==> config.mk <==
export PLATFORM = sky130hd
export DESIGN_NAME = frogger_game_ctrl_flat
export DESIGN_NICKNAME = d
export VERILOG_FILES = /design/src/rtl/frogger_game_ctrl_if.sv /design/src/rtl/frogger_game_ctrl.sv /design/src/flat_wrapper.sv
export SDC_FILE = /design/constraint.sdc
export NUM_CORES = 1
export LEC_CHECK = 0
export BUFFER_PORTS_ARGS = -buffer_cell sky130_fd_sc_hd__buf_2
export CAP_MARGIN = 10
export CORE_ASPECT_RATIO = 0.5
export CORE_MARGIN = 2
export CORE_UTILIZATION = 45
export CTS_CLUSTER_SIZE = 25
export DETAILED_ROUTE_END_ITERATION = 6
export PLACE_DENSITY_LB_ADDON = 0.15
export SLEW_MARGIN = 40
export SYNTH_ARGS = -nofsm -noshare
export SYNTH_HDL_FRONTEND = slang
export SYNTH_SLANG_ARGS = --single-unit
==> constraint.sdc <==
create_clock -name clk -period 2.6 [get_ports clk]
set_input_delay 0 -clock clk [delete_from_list [all_inputs] [get_ports clk]]
set_output_delay 0 -clock clk [all_outputs]
set_load 0.05 [all_outputs]
==> src/rtl/frogger_game_ctrl_if.sv <==
`default_nettype none
// +----------------------------------------------------------------------------+
// | frogger_game_ctrl_if : game-flow controller signal bundle                   |
// | Rev 1.0 - initial release                                                   |
// +----------------------------------------------------------------------------+
interface frogger_game_ctrl_if #(
  parameter int LEVEL_W   = 4,
  parameter int NUM_LANES = 8,
  parameter int SPEED_W   = 4,
  parameter int TIMER_W   = 11
);
  logic                         frame_tick_i;
  logic                         death_collision_i;
  logic                         win_collision_i;
  logic                         restart_req_i;
  logic [NUM_LANES*SPEED_W-1:0] base_speed_i;
  logic [LEVEL_W-1:0]           current_level_o;
  logic [2:0]                   lives_o;
  logic [NUM_LANES*SPEED_W-1:0] lane_speed_o;
  logic                         round_reset_o;
  logic                         game_over_o;
  logic [1:0]                   state_o;
  logic [TIMER_W-1:0]           time_left_o;

  // The controller is the master; collision/frog/car/display logic is the slave.
  modport master (
    input  frame_tick_i, death_collision_i, win_collision_i, restart_req_i, base_speed_i,
    output current_level_o, lives_o, lane_speed_o, round_reset_o, game_over_o, state_o,
           time_left_o
  );

  modport slave (
    output frame_tick_i, death_collision_i, win_collision_i, restart_req_i, base_speed_i,
    input  current_level_o, lives_o, lane_speed_o, round_reset_o, game_over_o, state_o,
           time_left_o
  );
endinterface
`default_nettype wire

==> src/rtl/frogger_game_ctrl.sv <==
`default_nettype none
// +----------------------------------------------------------------------------+
// | frogger_game_ctrl : level/lives/round sequencing for the Frogger top level  |
// | Optional round timer enabled by defining FROGGER_TIMER_EN.                  |
// | Rev 1.0 - initial release                                                   |
// +----------------------------------------------------------------------------+
module frogger_game_ctrl #(
  parameter int NUM_LEVELS   = 10,
  parameter int LEVEL_W      = 4,
  parameter int NUM_LIVES    = 3,
  parameter int NUM_LANES    = 8,
  parameter int SPEED_W      = 4,
  parameter int HOLD_FRAMES  = 30,
  parameter int ROUND_FRAMES = 1800,
  parameter int TIMER_W      = 11
) (
  input wire                  clk,
  input wire                  reset,
  frogger_game_ctrl_if.master bus
);

  localparam int HOLD_W = (HOLD_FRAMES > 1) ? $clog2(HOLD_FRAMES) : 1;
  localparam logic [HOLD_W-1:0] HOLD_LAST = HOLD_W'(HOLD_FRAMES - 1);
  localparam logic [LEVEL_W-1:0] LEVEL_LAST = LEVEL_W'(NUM_LEVELS - 1);
  localparam int SUM_W = SPEED_W + LEVEL_W;
  localparam logic [SUM_W-1:0] SPEED_MAX = SUM_W'((1 << SPEED_W) - 1);

  typedef enum logic [1:0] {
    ST_PLAY      = 2'd0,
    ST_DYING     = 2'd1,
    ST_LEVEL_UP  = 2'd2,
    ST_GAME_OVER = 2'd3
  } state_t;

  state_t                       state_q, state_d;
  logic [LEVEL_W-1:0]           level_q, level_d;
  logic [2:0]                   lives_q, lives_d;
  logic [HOLD_W-1:0]            hold_q, hold_d;
  logic                         round_reset_q, round_reset_d;
  logic                         game_over_q, game_over_d;
  logic                         win_q;
  logic                         win_edge_w;
  logic                         timeout_w;
  logic [NUM_LANES*SPEED_W-1:0] lane_speed_d, lane_speed_q;

  assign win_edge_w = bus.win_collision_i & ~win_q;

  always_comb begin
    state_d = state_q;
    level_d = level_q;
    lives_d = lives_q;
    hold_d  = hold_q;
    if (bus.restart_req_i) begin
      state_d = ST_PLAY;
      level_d = '0;
      lives_d = 3'(NUM_LIVES);
      hold_d  = '0;
    end else begin
      case (state_q)
        ST_PLAY: begin
          if (bus.death_collision_i || timeout_w) begin
            state_d = ST_DYING;
            lives_d = (lives_q == 3'd0) ? 3'd0 : lives_q - 3'd1;
          end else if (win_edge_w) begin
            state_d = ST_LEVEL_UP;
            level_d = (level_q == LEVEL_LAST) ? '0 : level_q + LEVEL_W'(1);
          end
        end
        ST_DYING, ST_LEVEL_UP: begin
          if (bus.frame_tick_i) begin
            if (hold_q == HOLD_LAST) begin
              hold_d  = '0;
              state_d = (state_q == ST_DYING && lives_q == 3'd0) ? ST_GAME_OVER : ST_PLAY;
            end else begin
              hold_d = hold_q + HOLD_W'(1);
            end
          end
        end
        default: ;
      endcase
    end
    // A restart from PLAY still produces a one-cycle round_reset pulse.
    round_reset_d = bus.restart_req_i | (state_d != ST_PLAY);
    game_over_d   = (state_d == ST_GAME_OVER);
  end

  always_ff @(posedge clk or posedge reset) begin
    if (reset) begin
      state_q       <= ST_PLAY;
      level_q       <= '0;
      lives_q       <= 3'(NUM_LIVES);
      hold_q        <= '0;
      round_reset_q <= 1'b0;
      game_over_q   <= 1'b0;
      win_q         <= 1'b0;
    end else begin
      state_q       <= state_d;
      level_q       <= level_d;
      lives_q       <= lives_d;
      hold_q        <= hold_d;
      round_reset_q <= round_reset_d;
      game_over_q   <= game_over_d;
      win_q         <= bus.win_collision_i;
    end
  end

`ifdef FROGGER_TIMER_EN
  logic [TIMER_W-1:0] time_left_q;
  logic               reload_w;

  assign reload_w  = bus.restart_req_i | (state_q != ST_PLAY && state_d == ST_PLAY);
  assign timeout_w = (state_q == ST_PLAY) && bus.frame_tick_i && (time_left_q == TIMER_W'(1));

  always_ff @(posedge clk or posedge reset) begin
    if (reset) begin
      time_left_q <= TIMER_W'(ROUND_FRAMES);
    end else if (reload_w) begin
      time_left_q <= TIMER_W'(ROUND_FRAMES);
    end else if (state_q == ST_PLAY && bus.frame_tick_i && time_left_q != '0) begin
      time_left_q <= time_left_q - TIMER_W'(1);
    end
  end

  assign bus.time_left_o = time_left_q;
`else
  assign timeout_w       = 1'b0;
  assign bus.time_left_o = '0;
`endif

  for (genvar i = 0; i < NUM_LANES; i++) begin : g_lane
    logic [SUM_W-1:0] sum_w;
    assign sum_w = {{LEVEL_W{1'b0}}, bus.base_speed_i[i*SPEED_W +: SPEED_W]}
                 + {{SPEED_W{1'b0}}, level_q};
    assign lane_speed_d[i*SPEED_W +: SPEED_W] =
      (sum_w > SPEED_MAX) ? SPEED_MAX[SPEED_W-1:0] : sum_w[SPEED_W-1:0];
  end

  // Not reset: it tracks base_speed at level 0 on any clock while reset is held,
  // which avoids an asynchronous load of a data-dependent value.
  always_ff @(posedge clk) begin
    lane_speed_q <= lane_speed_d;
  end

  assign bus.current_level_o = level_q;
  assign bus.lives_o         = lives_q;
  assign bus.lane_speed_o    = lane_speed_q;
  assign bus.round_reset_o   = round_reset_q;
  assign bus.game_over_o     = game_over_q;
  assign bus.state_o         = state_q;

endmodule
`default_nettype wire

==> src/flat_wrapper.sv <==
// flat-port wrapper written by rule: the top's interface ports become plain ports
module frogger_game_ctrl_flat 
#(
  parameter int NUM_LEVELS   = 10,
  parameter int LEVEL_W      = 4,
  parameter int NUM_LIVES    = 3,
  parameter int NUM_LANES    = 8,
  parameter int SPEED_W      = 4,
  parameter int HOLD_FRAMES  = 30,
  parameter int ROUND_FRAMES = 1800,
  parameter int TIMER_W      = 11
)
  (clk, reset, bus_frame_tick_i, bus_death_collision_i, bus_win_collision_i, bus_restart_req_i, bus_base_speed_i, bus_current_level_o, bus_lives_o, bus_lane_speed_o, bus_round_reset_o, bus_game_over_o, bus_state_o, bus_time_left_o);
  frogger_game_ctrl_if #(.LEVEL_W(LEVEL_W), .NUM_LANES(NUM_LANES), .SPEED_W(SPEED_W), .TIMER_W(TIMER_W)) bus_i ();
  input wire clk;
  input wire reset;
  input wire logic [$bits(bus_i.frame_tick_i)-1:0] bus_frame_tick_i;
  input wire logic [$bits(bus_i.death_collision_i)-1:0] bus_death_collision_i;
  input wire logic [$bits(bus_i.win_collision_i)-1:0] bus_win_collision_i;
  input wire logic [$bits(bus_i.restart_req_i)-1:0] bus_restart_req_i;
  input wire logic [$bits(bus_i.base_speed_i)-1:0] bus_base_speed_i;
  output wire logic [$bits(bus_i.current_level_o)-1:0] bus_current_level_o;
  output wire logic [$bits(bus_i.lives_o)-1:0] bus_lives_o;
  output wire logic [$bits(bus_i.lane_speed_o)-1:0] bus_lane_speed_o;
  output wire logic [$bits(bus_i.round_reset_o)-1:0] bus_round_reset_o;
  output wire logic [$bits(bus_i.game_over_o)-1:0] bus_game_over_o;
  output wire logic [$bits(bus_i.state_o)-1:0] bus_state_o;
  output wire logic [$bits(bus_i.time_left_o)-1:0] bus_time_left_o;
  assign bus_i.frame_tick_i = bus_frame_tick_i;
  assign bus_i.death_collision_i = bus_death_collision_i;
  assign bus_i.win_collision_i = bus_win_collision_i;
  assign bus_i.restart_req_i = bus_restart_req_i;
  assign bus_i.base_speed_i = bus_base_speed_i;
  assign bus_current_level_o = bus_i.current_level_o;
  assign bus_lives_o = bus_i.lives_o;
  assign bus_lane_speed_o = bus_i.lane_speed_o;
  assign bus_round_reset_o = bus_i.round_reset_o;
  assign bus_game_over_o = bus_i.game_over_o;
  assign bus_state_o = bus_i.state_o;
  assign bus_time_left_o = bus_i.time_left_o;
  frogger_game_ctrl #(.NUM_LEVELS(NUM_LEVELS), .LEVEL_W(LEVEL_W), .NUM_LIVES(NUM_LIVES), .NUM_LANES(NUM_LANES), .SPEED_W(SPEED_W), .HOLD_FRAMES(HOLD_FRAMES), .ROUND_FRAMES(ROUND_FRAMES), .TIMER_W(TIMER_W)) u_core (.clk(clk), .reset(reset), .bus(bus_i));
endmodule
== Word level (Yosys, flattened, before mapping) ==
Index checks and enable logic that the tools add are counted.
Storage, ports and cells
  flip-flop bits (word level): 49
  input port bits: 38
  output and inout port bits: 54
  word-level logic and storage cells: 76
Operators by class
  add/sub/neg operators: 11
  $lt $le $gt $ge: 8
  eq/ne operators: 6
  muxes and demuxes: 20
  bitwise operators: 3
  reductions and logical operators: 13
Operator list (count)
  $gt A8 B4 Y1 const B: 8
  $add A4 B4 Y5: 8
  $mux W4: 5
  $mux W5: 4
  $mux W2: 6
  $mux W3: 4
  $reduce_bool A2 Y1: 6
  $add A5 B1 Y5 const B: 1
  $eq A5 B5 Y1 const B: 1
  $add A4 B1 Y4 const B: 1
  $eq A2 B2 Y1 const B: 2
  $eq A4 B4 Y1 const B: 1
  $pmux W2 S2: 1
  $reduce_and A2 Y1: 2
  $logic_not A3 Y1: 1
  $reduce_and A3 Y1: 1
  $sub A3 B1 Y3 const B: 1
  $eq A2 B1 Y1 const B: 1
  $logic_not A2 Y1: 1
  $ne A2 B1 Y1 const B: 1
  $reduce_or A2 Y1: 1
  $and A1 B1 Y1: 1
  $logic_and A1 B1 Y1: 1
  $not A1 Y1: 1
  $or A1 B1 Y1: 1

== Depth between registers and ports, before layout ==
Gate-level depths: netlist (run 1).
  word-level depth: 9
  gate-level depth with buffers: 7
  gate-level depth less buffers: 7

== Least setup slack after synthesis (run 1) ==
No wires, ideal clock.
  path kind: reg2reg
  start point: register u_core.level_q[1] (netlist: u_core.bus.current_level_o[1])
  end point: register u_core.lane_speed_q[22] (netlist: u_core.bus.lane_speed_o[22])
  setup time: 0.123 ns
  arrival time: 2.319 ns
  slack: 0.158 ns
  stages on the path, launching flop included: 6
  path buffers: 0
  path through: dfrtp_1 > inv_1 > fa_1 > nor3b_1 > a21oi_1 > or2_2
On the way
  cells in the longest elaborated chain, start to end: 2
Ends and longest elaborated chain
  start, declared: RTL line frogger_game_ctrl.sv:36  | logic [LEVEL_W-1:0] level_q, level_d;
  start signal, assigned: RTL line frogger_game_ctrl.sv:98  | level_q <= level_d;
  $add A4 B4 Y5 *: RTL line frogger_game_ctrl.sv:133  | + {{SPEED_W{1'b0}}, level_q};
  $gt A8 B4 Y1: RTL line frogger_game_ctrl.sv:135  | (sum_w > SPEED_MAX) ? SPEED_MAX[SPEED_W-1:0] : sum_w[SPEED_W-1:0];
  end signal, assigned: RTL line frogger_game_ctrl.sv:141  | lane_speed_q <= lane_speed_d;
  end, declared: RTL line frogger_game_ctrl.sv:44  | logic [NUM_LANES*SPEED_W-1:0] lane_speed_d, lane_speed_q;
Mark *: on every way between the ends. The rest lies on a longest branch, timed or not.
A chain may end at the register's enable or synchronous reset.

== Final worst setup path (run 1) ==
  start point: register u_core.level_q[0] (netlist: u_core.bus.current_level_o[0])
  end point: register u_core.lane_speed_q[22] (netlist: u_core.bus.lane_speed_o[22])
Same word-level chain as after synthesis.

==> load_flow_metrics.sql, run 1 <==
INSERT INTO impl_metrics (metric_group, metric, value, unit) VALUES
('worst_setup_path', 'critPathSlowestCell', 'sky130_fd_sc_hd__dfrtp_1', ''),
('global_route', 'grt_start_max_net_pins', '18', ''),
('cells_and_area', 'area_growth_syn_to_layout', '22.2', '%'),
('drt', 'detail_route.wirelength.met1', '2750', 'um'),
('sta', 'report.final.hold_viol_count', '0', ''),
('place', 'placed_wire_length_estimate', '4780', 'um'),
('drt', 'drt-wirelength-per-cell', '12.5', 'um'),
('yosys', 'synthFlopType', 'sky130_fd_sc_hd__dfxtp_1', ''),
('worst_setup_path', 'slowest_delay', '680', 'ps'),
('cells_and_area', 'nets', '478', ''),
('cts', 'cts_resized', '0', ''),
('sta', 'worst_slew_pin_slew', '649', 'ps'),
('power', 'ir_worst_vdd', '0.241', 'mV'),
('power', 'power_leakage', '1.81', 'nW'),
('cells_and_area', 'fill_cells', '583', ''),
('outcome', 'run_status', 'completed', ''),
('sta', 'setup_viol_count_final', '0', ''),
('yosys', 'yosys_cell_types', '45', ''),
('yosys', 'ys_top_cells_by_area', 'sky130_fd_sc_hd__dfxtp_1, sky130_fd_sc_hd__ha_1, sky130_fd_sc_hd__dfrtp_1, sky130_fd_sc_hd__fa_1, sky130_fd_sc_hd__a21oi_1', ''),
('drt', 'post_detailed_route_count_of_antenna_violating_nets', '0', ''),
('floorplan', 'initial_utilization', '47.3', '%'),
('cells_and_area', 'diodes_inserted', '0', ''),
('global_route', 'grt_antenna_before_repair', '0', ''),
('worst_setup_path', 'worstSetupStartpointType', 'register', ''),
('worst_setup_path', 'worst-endpoint-required', '2770', 'ps'),
('yosys', 'yosys_warnings', '0', ''),
('yosys', 'synth_area_per_cell', '9.62', 'um^2'),
('sta', 'final_min_period_over_clock_period', '79.8', '%'),
('sta', 'final_critical_path_time_including_i_o_delays_and_setup', '2070', 'ps'),
('sta', 'max_freq', '482', 'MHz'),
('drt', 'met3_wirelength', '285', 'um'),
('sta', 'relSlewSlack', '56.7', '%'),
('cts', 'htree_levels', '2', ''),
('floorplan', 'top_level_ports', '92', ''),
('cts', 'clock_tree_from_tritoncts', 'done', ''),
('yosys', 'synth_cells', '304', ''),
('global_route', 'global_route_wire_length_before_repair', '10000', 'um'),
('drt', 'dr.first_iter.drc_count', '145', ''),
('drt', 'dr.max_layer_used', 'met4', ''),
('cells_and_area', 'fin_util', '57.8', '%'),
('place', 'gp_congestion', '0.833', ''),
('cts', 'cts-buffers-inserted', '5', ''),
('worst_setup_path', 'timing.setup.critical_path_class', 'reg2reg', ''),
('drt', 'detailroute.wirelength.met2', '3000', 'um'),
('worst_setup_path', 'worstPathMaxFanout', '14', ''),
('global_route', 'sum_of_overflow_across_all_layers_after_global_routing', '0', ''),
('global_route', 'grt_pass1_vias', '2237', ''),
('cts', 'cts.reportedPaths.clkPinSlew', '70', 'ps'),
('min_path', 'worst_hold_startpoint', 'bus_base_speed_i[28]', ''),
('worst_setup_path', 'cp_data_arrival_time', '2250', 'ps'),
('yosys', 'synth.top_cell.area_share', '21.9', '%'),
('yosys', 'synth.yosys.seq_area_share', '36.5', '%'),
('power', 'power.density', '547', 'nW/um^2'),
('worst_setup_path', 'crit_family', 'adder cells', ''),
('worst_setup_path', 'cells_along_the_critical_path', 'ha_1 -> inv_1 -> fa_1 -> nor3b_1 -> a21oi_1 -> or2_2', ''),
('floorplan', 'design.die.area', '7200', 'um^2'),
('cts', 'cts_num_sinks', '49', ''),
('floorplan', 'floorplan.core_area', '6180', 'um^2'),
('place', 'io_buffer_count', '80', ''),
('sta', 'setup_tns', '0', 'ps'),
('sta', 'max_clock_skew', '7.03', 'ps'),
('worst_setup_path', 'worstPathBufferInverterCount', '1', ''),
('floorplan', 'die_width', '118', 'um'),
('drt', 'detailedRoute.firstPassIterationCount', '4', ''),
('drt', 'wirelength', '6050', 'um'),
('yosys', 'netlist_area_pre_place', '2920', 'um^2'),
('floorplan', 'placementRows', '20', ''),
('run', 'cap_viol_max_count', '0', ''),
('cts', 'cts.path.max_buffers', '2', ''),
('min_path', 'timing.hold.worst.class', 'in2reg', ''),
('yosys', 'synth_edf_count', '0', '');
[timing repair]
action | in CTS | in global routing
hold endpoints to repair | 17 | 0
hold buffers | 3 | 0
buffers inserted | 0 | 0
[sequential cells by signal (all words and copies together) (netlist names)]
register and cells:
u_core.bus.lives_o 3, u_core.hold_q 5, u_core.win_q 1, u_core.bus.round_reset_o 1, u_core.bus.lane_speed_o 32, u_core.bus.current_level_o 4, u_core.bus.game_over_o 1, u_core.bus.state_o 2
[worst register-to-register path, stage by stage, from the launching register on]
cell and delay, ps:
sky130_fd_sc_hd__dfrtp_1 680, sky130_fd_sc_hd__ha_1 270, sky130_fd_sc_hd__inv_1 60, sky130_fd_sc_hd__fa_1 420, sky130_fd_sc_hd__nor3b_1 200, sky130_fd_sc_hd__a21oi_1 60, sky130_fd_sc_hd__or2_2 270
[where the power goes]
part	switching (W)	leakage, nW	internal, W	total (W)
Combinational	0.000334	1.24	0.000128	0.000462
Clock	0.000271	0.0768	0.000383	0.000654
Sequential	0.0000263	0.492	0.000810	0.000837
[worst paths after layout]
check                                                    to  slack [ps]  cells past startpoint
worst max-delay path            u_core.bus.lane_speed_o[22]         530                      6
max in group asynchronous          u_core.bus.round_reset_o        1840                      3
worst min-delay path            u_core.bus.lane_speed_o[28]          10                      3
worst min register to register             u_core.hold_q[3]         530                      1
min in group asynchronous                  u_core.hold_q[4]         340                      3
worst max register to register  u_core.bus.lane_speed_o[22]         530                      6
[synthesized netlist by cell type, drive strengths merged, types with 2 or more instances]
cell     instances
a211oi           6
dfrtp           15
o21ai           13
dfstp            2
ha              39
o31ai            3
nor2            24
nand3            3
nand2b          20
nand2           27
o21bai           7
a21o             3
fa               8
inv             14
nand4bb          6
buf             12
nor2b            9
dfxtp           32
and3b            2
mux2i            3
and4             2
nor3b            2
nor3             6
a21oi           27
[cell usage in the layout, fill, tap and decap left out, types with 7 or more instances in the layout]
cell                        n
sky130_fd_sc_hd__fa_1       8
sky130_fd_sc_hd__o21bai_1   7
sky130_fd_sc_hd__nor2b_1    9
sky130_fd_sc_hd__dfxtp_1   32
sky130_fd_sc_hd__a21oi_1   27
sky130_fd_sc_hd__buf_2     80
sky130_fd_sc_hd__nand2b_1  20
sky130_fd_sc_hd__ha_1      39
sky130_fd_sc_hd__nand2_1   27
sky130_fd_sc_hd__conb_1    11
sky130_fd_sc_hd__nor2_1    24
sky130_fd_sc_hd__inv_1     14
sky130_fd_sc_hd__o21ai_0   13
sky130_fd_sc_hd__dfrtp_1   15
[metal layers]
| metal | up-vias | global-route usage [%] |
|---|---|---|
| li1 | 1225 | - |
| met1 | 1089 | 21.7 |
| met2 | 52 | 32.6 |
| met3 | 2 | 4.70 |
| met4 | 0 | 2.93 |
| met5 | - | 0 |
[final cells by class]
cell class	instances	area, um^2	share of cell area (%)
sequential	49	1070	29.9
timing repair buffer	85	445	12.5
multi-input combinational	238	1740	48.8
clock inverter	2	13.8	0.385
inverter	14	52.6	1.47
tap	88	110	3.08
clock buffer	6	139	3.89
[logic make-up (layout without fill, tap and decap cells)]
kind of cell / Yosys count / after routing / share of synthesized area [%]
AOI/OAI and AO/OA: 66 / 66 / 14.0
muxes: 3 / 3 / 1.03
adders and majority gates: 47 / 47 / 22.2
xor gates and xnor gates: 2 / 2 / 0.599
DFF: 49 / 49 / 36.5
buffers and inverters: 27 / 107 / 5.13
and+or+nand+nor: 109 / 109 / 20.4
other: 1 / 11 / 0.128
[metrics by stage]
step / worst slack [ps] / instances / hold WS, ps / instance area (um^2) / power (W)
3_5_place_dp: 518 / 471 / 123 / 3390 / 0.00131
3_3_place_gp: 589 / 471 / 122 / 3390 / 0.00130
2_1_floorplan: 158 / 314 / -75.4 / 2960 / 0.00121
6_report: 526 / 482 / 11.1 / 3570 / 0.00195
5_1_grt: 336 / 482 / 21.7 / 3570 / 0.00207
4_1_cts: 510 / 482 / 5.30 / 3570 / 0.00198
No activity file was read; power rests on OpenSTA's default activity.
==> run 2, diff against run 1 <==
==> constraint.sdc (replaced) <==
create_clock -name clk -period 1.75 [get_ports clk]
set_input_delay 0 -clock clk [delete_from_list [all_inputs] [get_ports clk]]
set_output_delay 0 -clock clk [all_outputs]
set_load 0.05 [all_outputs]
==> run 2 against run 1 <==
Non-clock buffer count increased by 20. Combinational power grew 64%. Critical path depth rose by 1. Utilization is 6.0 points higher. Largest power group unchanged. Clock power rose by 73%. First-iteration DRC count decreased by 46%. Final cell count is 4.1% higher. The flow now finishes with violations (setup timing).
==> load_flow_metrics.sql, run 2 (synthesis gave the netlist of run 1 again) <==
INSERT INTO impl_metrics (metric_group, metric, value, unit) VALUES
('worst_setup_path', 'timing.setup.critical_path_class', 'reg2reg', ''),
('worst_setup_path', 'cells_along_the_critical_path', 'buf_6 -> ha_4 -> inv_2 -> fa_2 -> nor3b_2 -> a21oi_1 -> or2_2', ''),
('sta', 'maxSlewViolCount', '0', ''),
('floorplan', 'die_width', '118', 'um'),
('floorplan', 'top_level_ports', '92', ''),
('sta', 'relSlewSlack', '56.2', '%'),
('drt', 'drt-wirelength-per-cell', '13.5', 'um'),
('cts', 'clock_tree_from_tritoncts', 'done', ''),
('sta', 'max_clock_skew', '3.11', 'ps'),
('cells_and_area', 'final_common_cell', 'sky130_fd_sc_hd__buf_2', ''),
('worst_setup_path', 'worstPathBufferInverterCount', '2', ''),
('worst_setup_path', 'timing.critical_path.to_type', 'register', ''),
('sta', 'layout_setup_ws', '-1.44', 'ps'),
('min_path', 'timing.hold.worst.class', 'in2reg', ''),
('floorplan', 'initial_utilization', '47.3', '%'),
('cells_and_area', 'final_layout_size_suffix_gt1_share', '37.4', '%'),
('worst_setup_path', 'worst-path-stages', '7', ''),
('cells_and_area', 'diodes_inserted', '0', ''),
('cells_and_area', 'fin_area', '3940', 'um^2'),
('worst_setup_path', 'r2r_cells', '7', ''),
('drt', 'num_vias', '2544', ''),
('sta', 'rsz0062_at_grt', 'yes', ''),
('global_route', 'global_route_wire_length_before_repair', '10700', 'um'),
('place', 'gp_congestion', '0.817', ''),
('floorplan', 'floorplan.die.height', '61', 'um'),
('worst_setup_path', 'worst-endpoint-required', '1930', 'ps'),
('drt', 'detailedRoute.firstPassIterationCount', '4', ''),
('sta', 'setup_tns', '-1.44', 'ps'),
('sta', 'worst_slew_pin_slew', '656', 'ps'),
('cts', 'insertion_delay', '290', 'ps'),
('cts', 'cts.path.max_buffers', '2', ''),
('global_route', 'grt_antenna_before_repair', '0', ''),
('cells_and_area', 'nets', '498', ''),
('power', 'power_leakage', '1.93', 'nW'),
('worst_setup_path', 'worstSetupStartpointType', 'register', ''),
('worst_setup_path', 'critPathSlowestCell', 'sky130_fd_sc_hd__dfrtp_4', ''),
('global_route', 'grt_start_max_net_pins', '18', ''),
('outcome', 'run_status', 'complete, but fails checks', ''),
('floorplan', 'placementRows', '20', ''),
('cells_and_area', 'final_cell_mix', 'sky130_fd_sc_hd__buf_2, sky130_fd_sc_hd__ha_1, sky130_fd_sc_hd__dfxtp_1', ''),
('global_route', 'grt_pass1_vias', '2476', ''),
('min_path', 'worst_hold_path_cells', '2', ''),
('power', 'ir_worst_vdd', '0.437', 'mV'),
('cts', 'cts-buffers-inserted', '5', ''),
('place', 'placed_cell_area', '3520', 'um^2'),
('worst_setup_path', 'worstPathMaxFanout', '5', ''),
('run', 'cap_viol_max_count', '0', ''),
('cts', 'cts.reportedPaths.clkPinSlew', '60', 'ps'),
('floorplan', 'floorplan.core_area', '6180', 'um^2'),
('cells_and_area', 'number_of_standard_cells_in_the_layout_taps_in_and_fillers_out', '502', ''),
('power', 'report.power.total', '0.00312', 'W'),
('place', 'io_buffer_count', '80', ''),
('worst_setup_path', 'slowest_delay', '460', 'ps'),
('drt', 'wirelength', '6780', 'um'),
('sta', 'setup_viol_count_final', '1', ''),
('worst_setup_path', 'crit_family', 'simple AND/OR/NAND/NOR gates', ''),
('drt', 'dr.first_iter.drc_count', '79', ''),
('sta', 'whs', '21.3', 'ps'),
('floorplan', 'design.die.area', '7200', 'um^2'),
('place', 'placed_wire_length_estimate', '4960', 'um'),
('sta', 'final_critical_path_time_including_i_o_delays_and_setup', '1750', 'ps'),
('cts', 'htree_levels', '2', ''),
('cts', 'clock_tree.root_cell', 'sky130_fd_sc_hd__clkbuf_16', ''),
('drt', 'vias_per_inst', '5.07', ''),
('global_route', 'sum_of_overflow_across_all_layers_after_global_routing', '0', ''),
('sta', 'final_min_period_over_clock_period', '100', '%'),
('worst_setup_path', 'cp_data_arrival_time', '1930', 'ps'),
('drt', 'drcViolationCount', '0', ''),
('place', 'placed_cells_incl_taps', '483', ''),
('cells_and_area', 'largest_register_ffs', '32', ''),
('cells_and_area', 'area_growth_syn_to_layout', '34.8', '%'),
('drt', 'post_detailed_route_count_of_antenna_violating_nets', '0', ''),
('outcome', 'violated_checks', 'setup timing', ''),
('power', 'power.density', '792', 'nW/um^2'),
('sta', 'max_freq', '571', 'MHz'),
('global_route', 'grt_usage', '18.9', '%'),
('cts', 'cts_num_sinks', '49', ''),
('sta', 'report.final.hold_viol_count', '0', ''),
('worst_setup_path', 'rrSetupSlack', '-1', 'ps'),
('cells_and_area', 'fill_cells', '508', '');
## run 2: cell types whose count changed in the layout (fill, tap and decap cells not counted), sizes merged
| cell | change |
|---|---|
| buf | +20 |
| clkinv | -1 |
| clkbuf | +1 |
## run 2: layout make-up
class / instances / area [um^2] / area share [%]
clock inverters: 1 / 5.00 / 0.127
multi-input cells: 238 / 1890 / 47.8
clock buffers: 7 / 175 / 4.44
repair buffers: 105 / 636 / 16.1
flip-flops and latches: 49 / 1080 / 27.4
inverters: 14 / 52.6 / 1.33
well taps: 88 / 110 / 2.79
## run 2: metal layers
layer / track usage, % / routed length, um / up-vias
met3: 4.79 / 320 / 10
li1: - / - / 1279
met4: 5.68 / 68 / 0
met1: 20.9 / 2940 / 1193
met5: 0 / 0 / -
met2: 37.3 / 3440 / 62
## run 2: through the flow
| stage | setup WS (ps) | utilization (%) |
|---|---|---|
| after floorplan | -88.0 | - |
| after global placement | 20.0 | 56.9 |
| after detailed placement | -48.7 | 56.9 |
| after CTS | -3.74 | 61.7 |
| after global routing | -79.8 | 63.8 |
| final | -1.44 | 63.8 |
## run 2: power breakdown
| part | total (W) | internal (W) | switching, W |
|---|---|---|---|
| clock | 0.00113 | 0.000701 | 0.000429 |
| sequential | 0.00124 | 0.00121 | 0.0000320 |
| combinational | 0.000756 | 0.000225 | 0.000531 |
| total | 0.00312 | 0.00213 | 0.000992 |
## run 2: path summary, 6_finish.rpt
| check | startpoint | to |
|---|---|---|
| max in group asynchronous | reset | u_core.bus.current_level_o[1] |
| min in group asynchronous | reset | u_core.hold_q[0] |
| max reg2reg | u_core.bus.current_level_o[0] | u_core.bus.lane_speed_o[22] |
| min reg2reg | u_core.bus.lives_o[1] | u_core.bus.lives_o[0] |
| max | u_core.bus.current_level_o[0] | u_core.bus.lane_speed_o[22] |
| min | bus_restart_req_i | u_core.bus.current_level_o[3] |
## run 2: repair_timing
item	4_1_cts	5_1_grt
cloned	0	0
hold buffers	3	0
gates resized for setup	17	26
endpoints found under the hold margin	17	0
setup endpoints to repair	13	24
setup buffers	5	3
pin swaps	2	18
==> run 3, diff against run 2 <==
--- a/config.mk
+++ b/config.mk
@@ -8,7 +8,7 @@
 export BUFFER_PORTS_ARGS = -buffer_cell sky130_fd_sc_hd__buf_2
 export CAP_MARGIN = 10
 export CORE_ASPECT_RATIO = 0.5
-export CORE_MARGIN = 2
+export CORE_MARGIN = 4
 export CORE_UTILIZATION = 45
 export CTS_CLUSTER_SIZE = 25
 export DETAILED_ROUTE_END_ITERATION = 6
==> run 3 against run 2 <==
The run now ends clean. Final cell count shrank 1.4%. Final area fell by 3.2%. First-iteration DRC count grew 19%. Sequential share of layout area is 0.92 points higher.
==> load_flow_metrics.sql, run 3 (synthesis gave the netlist of run 1 again) <==
INSERT INTO impl_metrics (metric_group, metric, value, unit) VALUES
('worst_setup_path', 'crit_family', 'adder cells', ''),
('worst_setup_path', 'timing.critical_path.to_type', 'register', ''),
('cts', 'cts.path.max_buffers', '2', ''),
('cells_and_area', 'diodes_inserted', '0', ''),
('worst_setup_path', 'worstPathMaxFanout', '5', ''),
('power', 'power_leakage', '1.87', 'nW'),
('power', 'power.density', '782', 'nW/um^2'),
('cts', 'cts_num_sinks', '49', ''),
('global_route', 'grt_start_max_net_pins', '18', ''),
('worst_setup_path', 'slowest_delay', '500', 'ps'),
('cts', 'insertion_delay', '280', 'ps'),
('floorplan', 'initial_utilization', '47.3', '%'),
('cells_and_area', 'area_growth_syn_to_layout', '30.5', '%'),
('sta', 'final_critical_path_time_including_i_o_delays_and_setup', '1690', 'ps'),
('worst_setup_path', 'r2r_cells', '7', ''),
('drt', 'wirelength', '6760', 'um'),
('sta', 'setup_viol_count_final', '0', ''),
('min_path', 'worst_hold_path_cells', '3', ''),
('worst_setup_path', 'rrSetupSlack', '60', 'ps'),
('cells_and_area', 'largest_register_ffs', '32', ''),
('cells_and_area', 'number_of_standard_cells_in_the_layout_taps_in_and_fillers_out', '495', ''),
('cells_and_area', 'nets', '491', ''),
('outcome', 'run_status', 'completed', ''),
('floorplan', 'design.die.area', '7930', 'um^2'),
('global_route', 'sum_of_overflow_across_all_layers_after_global_routing', '0', ''),
('cts', 'cts-buffers-inserted', '5', ''),
('worst_setup_path', 'crit_top_cell', 'sky130_fd_sc_hd__nand2b_1', ''),
('place', 'gp_congestion', '0.811', ''),
('place', 'placed_cell_area', '3470', 'um^2'),
('sta', 'max_clock_skew', '3.80', 'ps'),
('drt', 'detailedRoute.firstPassIterationCount', '4', ''),
('cells_and_area', 'final_common_cell', 'sky130_fd_sc_hd__buf_2', ''),
('worst_setup_path', 'critPathSlowestCell', 'sky130_fd_sc_hd__dfrtp_4', ''),
('power', 'report.power.total', '0.00298', 'W'),
('worst_setup_path', 'worstPathBufferInverterCount', '1', ''),
('cells_and_area', 'final_layout_size_suffix_gt1_share', '34.9', '%'),
('place', 'placed_wire_length_estimate', '5150', 'um'),
('cts', 'clock_tree_from_tritoncts', 'done', ''),
('min_path', 'worstHoldEndpoint', 'u_core.bus.lane_speed_o[12]', ''),
('drt', 'vias_per_inst', '5.02', ''),
('cells_and_area', 'fin_area', '3810', 'um^2'),
('floorplan', 'die_width', '122', 'um'),
('sta', 'final_min_period_over_clock_period', '96.8', '%'),
('global_route', 'grt_antenna_before_repair', '0', ''),
('sta', 'max_freq', '590', 'MHz'),
('sta', 'report.final.hold_viol_count', '0', ''),
('drt', 'drcViolationCount', '0', ''),
('drt', 'num_vias', '2483', ''),
('drt', 'drt-wirelength-per-cell', '13.7', 'um'),
('cts', 'htree_levels', '2', ''),
('cts', 'cts.reportedPaths.clkPinSlew', '60', 'ps'),
('sta', 'worst_slew_pin_slew', '679', 'ps'),
('floorplan', 'floorplan.core_area', '6180', 'um^2'),
('place', 'io_buffer_count', '80', ''),
('floorplan', 'top_level_ports', '92', ''),
('worst_setup_path', 'worstSetupStartpointType', 'register', ''),
('sta', 'relSlewSlack', '54.7', '%'),
('cells_and_area', 'final_cell_mix', 'sky130_fd_sc_hd__buf_2, sky130_fd_sc_hd__ha_1, sky130_fd_sc_hd__dfxtp_1', ''),
('min_path', 'timing.hold.worst.class', 'in2reg', ''),
('worst_setup_path', 'timing.setup.critical_path_class', 'reg2reg', ''),
('power', 'ir_worst_vdd', '0.397', 'mV'),
('place', 'placed_cells_incl_taps', '479', ''),
('sta', 'maxSlewViolCount', '0', ''),
('run', 'cap_viol_max_count', '0', ''),
('floorplan', 'floorplan.die.height', '65', 'um'),
('global_route', 'global_route_wire_length_before_repair', '10900', 'um'),
('global_route', 'grt_usage', '17.2', '%'),
('worst_setup_path', 'worstReg2RegEnd', 'u_core.bus.lane_speed_o[0]', ''),
('drt', 'dr.first_iter.drc_count', '94', ''),
('worst_setup_path', 'worst-endpoint-required', '1930', 'ps'),
('floorplan', 'placementRows', '20', ''),
('worst_setup_path', 'cells_along_the_critical_path', 'buf_6 -> ha_2 -> fa_2 -> nand2_2 -> nand2b_1 -> a21oi_2 -> nand2b_1', ''),
('cells_and_area', 'fin_util', '61.7', '%'),
('worst_setup_path', 'regToRegStartpoint', 'u_core.bus.current_level_o[0]', ''),
('worst_setup_path', 'cp_data_arrival_time', '1870', 'ps'),
('sta', 'rsz0062_at_grt', 'yes', ''),
('global_route', 'grt_pass1_vias', '2445', ''),
('min_path', 'worst_hold_startpoint', 'bus_base_speed_i[12]', ''),
('cts', 'clock_tree.root_cell', 'sky130_fd_sc_hd__clkbuf_16', ''),
('drt', 'post_detailed_route_count_of_antenna_violating_nets', '0', '');
-- run 3: changes by cell type in the layout (fill, tap and decap cells not counted), sizes merged --
cell,change
buf,-7
-- run 3: timing repair --
item	in CTS	in global routing
resized for setup	5	31
hold buffers	3	0
setup endpoints to repair	15	23
hold endpoints to repair	17	0
pin swaps	0	14
setup buffers	1	4
-- run 3: layer usage --
| layer | routed length [um] | vias up | global-route usage [%] | part of all wire [%] |
|---|---|---|---|---|
| li1 | - | 1250 | - | - |
| met1 | 2920 | 1175 | 19.7 | 43 |
| met2 | 3440 | 56 | 32.3 | 51 |
| met3 | 374 | 2 | 4.71 | 5.5 |
| met4 | 17 | 0 | 3.35 | 0.25 |
| met5 | 0 | - | 0 | 0 |
-- run 3: worst register-to-register path, cell delays in order, from the launching register on --
cell	delay [ps]
sky130_fd_sc_hd__dfrtp_4	500
sky130_fd_sc_hd__buf_6	150
sky130_fd_sc_hd__ha_2	190
sky130_fd_sc_hd__fa_2	360
sky130_fd_sc_hd__nand2_2	90
sky130_fd_sc_hd__nand2b_1	70
sky130_fd_sc_hd__a21oi_2	160
sky130_fd_sc_hd__nand2b_1	70
-- run 3: how the worst max path moves through the flow --
stage / from / to / slack, ps / depth (start not counted)
after floorplan: u_core.bus.current_level_o[1] / u_core.bus.lane_speed_o[22] / -90 / 5
after global placement: u_core.bus.current_level_o[0] / u_core.bus.lane_speed_o[24] / 5 / 6
after detailed placement: u_core.bus.current_level_o[0] / u_core.bus.lane_speed_o[16] / -40 / 6
after CTS: u_core.bus.current_level_o[0] / u_core.bus.lane_speed_o[22] / -20 / 6
after global routing: u_core.bus.current_level_o[0] / u_core.bus.lane_speed_o[0] / -30 / 7
final: u_core.bus.current_level_o[0] / u_core.bus.lane_speed_o[0] / 60 / 7
-- run 3: where the power goes --
part	leakage [nW]	switching, W	internal (W)
logic	1.31	0.000520	0.000211
registers	0.486	0.0000353	0.00121
clock network	0.0799	0.000406	0.000606
-- run 3: cell type report --
class	count	area (um^2)
Sequential cell	49	1080
Tap cell	88	110
Multi-Input combinational cell	238	1850
Inverter	14	52.6
Fill cell	570	2370
Clock buffer	7	153
Timing Repair Buffer	98	571
Clock inverter	1	5.00
-- run 3: stage by stage --
stage / TNS, ps / hold WS [ps] / setup WS [ps]
4_1_cts: -40.0 / 2.89 / -21.2
5_1_grt: -159 / 8.74 / -32.9
3_3_place_gp: 0 / 118 / 5.20
6_report: 0 / 18.9 / 55.6
2_1_floorplan: -109 / -75.5 / -88.0
3_5_place_dp: -263 / 132 / -37.3
